File: config.mk
export PLATFORM = sky130hd
export DESIGN_NAME = reg_file_16x16
export DESIGN_NICKNAME = d
export VERILOG_FILES = /design/src/rtl/reg_file_16x16_pkg.sv /design/src/rtl/reg_file_16x16_word.sv /design/src/rtl/reg_file_16x16.sv
export SDC_FILE = /design/constraint.sdc
export NUM_CORES = 1
export LEC_CHECK = 0
export ABC_CLOCK_PERIOD_IN_PS = 5800
export CAP_MARGIN = 5
export CELL_PAD_IN_SITES_DETAIL_PLACEMENT = 1
export CELL_PAD_IN_SITES_GLOBAL_PLACEMENT = 1
export CORE_AREA = 2 2 156 196
export CTS_CLUSTER_SIZE = 16
export DETAILED_ROUTE_END_ITERATION = 7
export DIE_AREA = 0 0 158 198
export PLACE_DENSITY_LB_ADDON = 0.1
export SYNTH_ARGS = -nofsm -noshare
export SYNTH_HDL_FRONTEND = slang
export SYNTH_HIERARCHICAL = 1
export SYNTH_SLANG_ARGS = --single-unit
export TNS_END_PERCENT = 50
File: constraint.sdc
create_clock -name clk -period 5.8 [get_ports clk]
set_input_delay 1.45 -clock clk [delete_from_list [all_inputs] [get_ports clk]]
set_output_delay 1.45 -clock clk [all_outputs]
set_load 0.01 [all_outputs]
File: src/rtl/reg_file_16x16_pkg.sv
// Shared widths, the zero-register index and the write-index decoder
// for the 16x16 architectural register file.
package reg_file_16x16_pkg;

  localparam int DATA_W   = 16;
  localparam int NUM_REGS = 16;
  localparam int ADDR_W   = $clog2(NUM_REGS);

  localparam logic [ADDR_W-1:0] ZERO_REG = '0;

  typedef logic [DATA_W-1:0] word_t;
  typedef logic [ADDR_W-1:0] idx_t;

  // One-hot write enables.
  // Bit 0 is forced low so that R0 can never be written.
  function automatic logic [NUM_REGS-1:0] decode_we(input logic we, input idx_t idx);
    logic [NUM_REGS-1:0] onehot;
    for (int i = 0; i < NUM_REGS; i++) begin
      onehot[i] = we && (idx == idx_t'(i));
    end
    onehot[0] = 1'b0;
    return onehot;
  endfunction

endpackage

File: src/rtl/reg_file_16x16_word.sv
// One register word of the register file.
// Synchronous active-high clear; the clear wins over a write.
module reg_word #(
  parameter int W = 16
) (
  input  logic         clk,
  input  logic         rst,
  input  logic         we,
  input  logic [W-1:0] d,
  output logic [W-1:0] q
);

  // Register update: clear has priority, then write.
  always_ff @(posedge clk) begin
    if (rst)     q <= '0;
    else if (we) q <= d;
  end

endmodule

File: src/rtl/reg_file_16x16.sv
// 16x16 register file: two combinational read ports, one synchronous write port.
// R0 is a constant zero.
// Optional macro RF_BYPASS_EN forwards same-cycle write data to a matching read port.
module reg_file_16x16
  import reg_file_16x16_pkg::*;
(
  input  logic              clk,
  input  logic              rst,
  input  logic [ADDR_W-1:0] src_reg1,
  input  logic [ADDR_W-1:0] src_reg2,
  input  logic [ADDR_W-1:0] dst_reg,
  input  logic              write_reg,
  input  logic [DATA_W-1:0] dst_data,
  output logic [DATA_W-1:0] src_data1,
  output logic [DATA_W-1:0] src_data2,
  output logic              dbg_busy
);

  word_t               regs [NUM_REGS];
  logic [NUM_REGS-1:0] we_vec;
  logic                we_eff;

  // A write commits only outside reset and never to R0.
  assign we_eff   = write_reg && (dst_reg != ZERO_REG) && !rst;
  assign we_vec   = decode_we(write_reg, dst_reg);
  assign dbg_busy = we_eff;

  // R0 is hard-wired; it has no storage behind it.
  assign regs[0] = '0;

  genvar g;
  generate
    for (g = 1; g < NUM_REGS; g++) begin : g_word
      reg_word #(.W(DATA_W)) u_word (
        .clk (clk),
        .rst (rst),
        .we  (we_vec[g]),
        .d   (dst_data),
        .q   (regs[g])
      );
    end
  endgenerate

  // Read port 1: array mux, optional forwarding, and forced zero during reset.
  always_comb begin
    src_data1 = regs[src_reg1];
`ifdef RF_BYPASS_EN
    if (we_eff && (dst_reg == src_reg1)) src_data1 = dst_data;
`endif
    if (rst) src_data1 = '0;
  end

  // Read port 2: same structure, with forwarding decided independently of port 1.
  always_comb begin
    src_data2 = regs[src_reg2];
`ifdef RF_BYPASS_EN
    if (we_eff && (dst_reg == src_reg2)) src_data2 = dst_data;
`endif
    if (rst) src_data2 = '0;
  end

endmodule

==> run metrics <==
DIE WIDTH=~160 um; Sink Count=between 200 and 250; Hold Crit Class=reg -> reg; mux share of post-synthesis cell area=approximately 40%; reg2reg path depth=2; Worst Setup Start Kind=input pin; CP Class=in -> out; number of cells on the critical path=6; final antenna-violating net count=0; initial core utilization=approximately 44%; placed insts=~1.6k; Final Cycle Share=95.4%; Synth warnings=6; CTS Buf Count=26; synthesis-stage register bit count=240; NumNets Final=~1.3k; grt total ovfl=0; crit-path cells=clkdlybuf4s50_1, and2b_2, a22oi_1, or2_2, a221oi_1, clkdlybuf4s50_1; Rel. slew slack=between 20% and 30%; setup TNS=0 ns; DR vias=roughly 9.7k; CTS hold repair buffers=0; critical path peak fanout=12; final count of pins violating max slew=0; pin count of the biggest net entering global routing=138; DRT iter0 DRCs=638; CP delay by family, top=buffers and inverters; vias in the first global route=between 10k and 15k; status=finished, final reports clean; CTS clk-pin slew, worst paths=0.06 ns; Achievable Freq=around 0.18 GHz; Synth Area in Adders=0%; Mapped Cells=about 1.2k; LEAKAGE=4.93 nW; slowest cell on the critical path=clkdlybuf4s50_1; Largest register FFs=240; commonest non-fill, non-tap cells in the layout=mux2i_1, nor2_1, dfxtp_1; Max Cap Viol=0; CTS tree=built; Register Area=between 4000 and 5000 um2; # IOs=64; area delta synth->final=10.9%; synth unique cells=37; RSZ-0062 raised after global routing=no; Avg Vias per Cell=approximately 5.8; worst path required time=~4.4 ns; Initial DRT Pass Iterations=5; row count=71; Non-Filler Instances=1661; Mapped Avg Cell Area=~11 um2; number of post-CTS setup repair buffers=0; WL/cell=between 20 and 30 um; combinational power share=about a tenth; Worst Path Arrival=4.08 ns; cell-internal power=2.80 mW; share of layout cells above drive strength 1=between 10% and 20%; kind of end point of the critical path=primary output; die area=about 31000 um2; Global Route Usage Sum=roughly 27%; Final Util=between 40% and 50%; synthesized area=13100 um2; initial antenna violation count=2; syn nets=approximately 1.2k; DRC=0; commonest non-fill, non-tap cell in the layout=mux2i_1; Worst Skew=0 ns; hpwl dp=between 20000 and 30000 um; CTS H-tree depth=1; worst skew pair latency=approximately 0.53 ns; final hold violations=0; main combinational cell family by area after synthesis=multiplexers; first-pass GRT wire length=about 63000 um; Synth Area in Compound Gates=~5.4%; dpl ws=roughly 0.37 ns; most flop-heavy register=g_word.u_word/q; CP most frequent cell=clkdlybuf4s50_1; Core ar.=29700 um2; Peak VDD IR=0.000175 V; slowest stage delay, CP=between 0.6 and 0.7 ns; Multi-input gate area=around 7300 um2; Final setup viols=0; Root Driver=clkbuf_16; xor/xnor cell area share of the yosys netlist=0%; actual slew at the worst max-slew pin=1.14 ns; Die H=198 um; pwr dens=between 200 and 300 nW/um2; Largest regs=g_word.u_word/q x240; post-synthesis simple-gate area fraction=a little over a tenth; Net Sw Frac=roughly a quarter; sequential power share=between 40 and 50%; fin crit period=5.53 ns; hold path cells=2; # port buffers=63; register area share after synthesis=a little over a third; NetSw=~950 uW; CTS max path bufs=3; setup ws final=0.268 ns; fillers=~3.3k; final wirelength=~42000 um; Clk network pwr share=45.1%; Buf+Inv Stages, Crit Path=2; routability congestion estimate=a little over 0.8; Resized Gates After CTS=0
-- cell families after synthesis --
kind of cell | Yosys count
compound gates | 93
flops | 240
simple gates | 344
buf+inv | 116
mux | 425
-- tightest hold or removal path, stage by stage (launching register included) --
cell,delay (ns)
dfxtp_1,0.34
mux2i_1,0.07
nor2_1,0.07
-- final timing paths --
check / startpoint / endpoint / slack, ns
worst max-delay path: src_reg2[2] / src_data2[3] / 0.27
worst min-delay path: g_word[12].u_word/q[3]$_SDFFE_PP0P_ / g_word[12].u_word/q[3]$_SDFFE_PP0P_ / 0.51
worst max register to register: g_word[2].u_word/q[4]$_SDFFE_PP0P_ / g_word[2].u_word/q[4]$_SDFFE_PP0P_ / 5.09
worst min register to register: g_word[12].u_word/q[3]$_SDFFE_PP0P_ / g_word[12].u_word/q[3]$_SDFFE_PP0P_ / 0.51
-- layer usage --
metal / up-vias / GRT usage (%) / part of all wire (%)
li1: 4441 / - / -
met3: 67 / 3.15 / 3.3
met1: 4952 / 36.2 / 45
met4: 0 / 10.1 / 3.7
met2: 196 / 44.8 / 48
met5: - / 0 / 0
-- cells in the mapped netlist, drive strengths merged --
cell type	n	area share, %
and2b	1	0.067
mux2	32	2.7
a31oi	3	0.14
a22oi	29	1.7
nand3	4	0.15
o311a	3	0.23
nand2b	4	0.19
dfxtp	240	37
nor4	1	0.048
inv	1	0.029
mux4	68	12
clkbuf	17	0.49
buf	98	7.3
a211o	1	0.067
nor2b	2	0.15
o22ai	28	1.3
or2	28	1.3
a221oi	28	2.0
nor3b	2	0.11
nor2	281	8.0
mux2i	325	25
nand3b	2	0.11
a21oi	1	0.038
nand2	15	0.43
or3b	1	0.067
nor3	3	0.11
-- final cells by class --
class,count,area share (%)
multi-input cells,862,50.4
clock buffers,34,5.11
well taps,401,3.45
diodes,2,0.0344
inverters,1,0.0258
flip-flops and latches,240,33.1
clock inverters,14,0.861
repair buffers,107,7.03
-- stage by stage --
stage          hold WS [ns]  power, mW  cell area [um2]
5_1_grt               0.546       3.89            14500
2_1_floorplan         0.469       1.95            13100
6_report              0.515       3.75            14500
4_1_cts               0.517       3.80            14500
3_5_place_dp          0.504       2.10            13700
3_3_place_gp          0.490       2.09            13700
-- power by group through the flow --
stage               Sequential [mW]  Combinational [mW]  Clock, mW
floorplan                      1.72               0.238          0
global placement               1.72               0.370          0
detailed placement             1.72               0.373          0
CTS                            1.69               0.375       1.74
global route                   1.69               0.397       1.80
finish                         1.69               0.373       1.69
(Power assumes the default switching activity.)
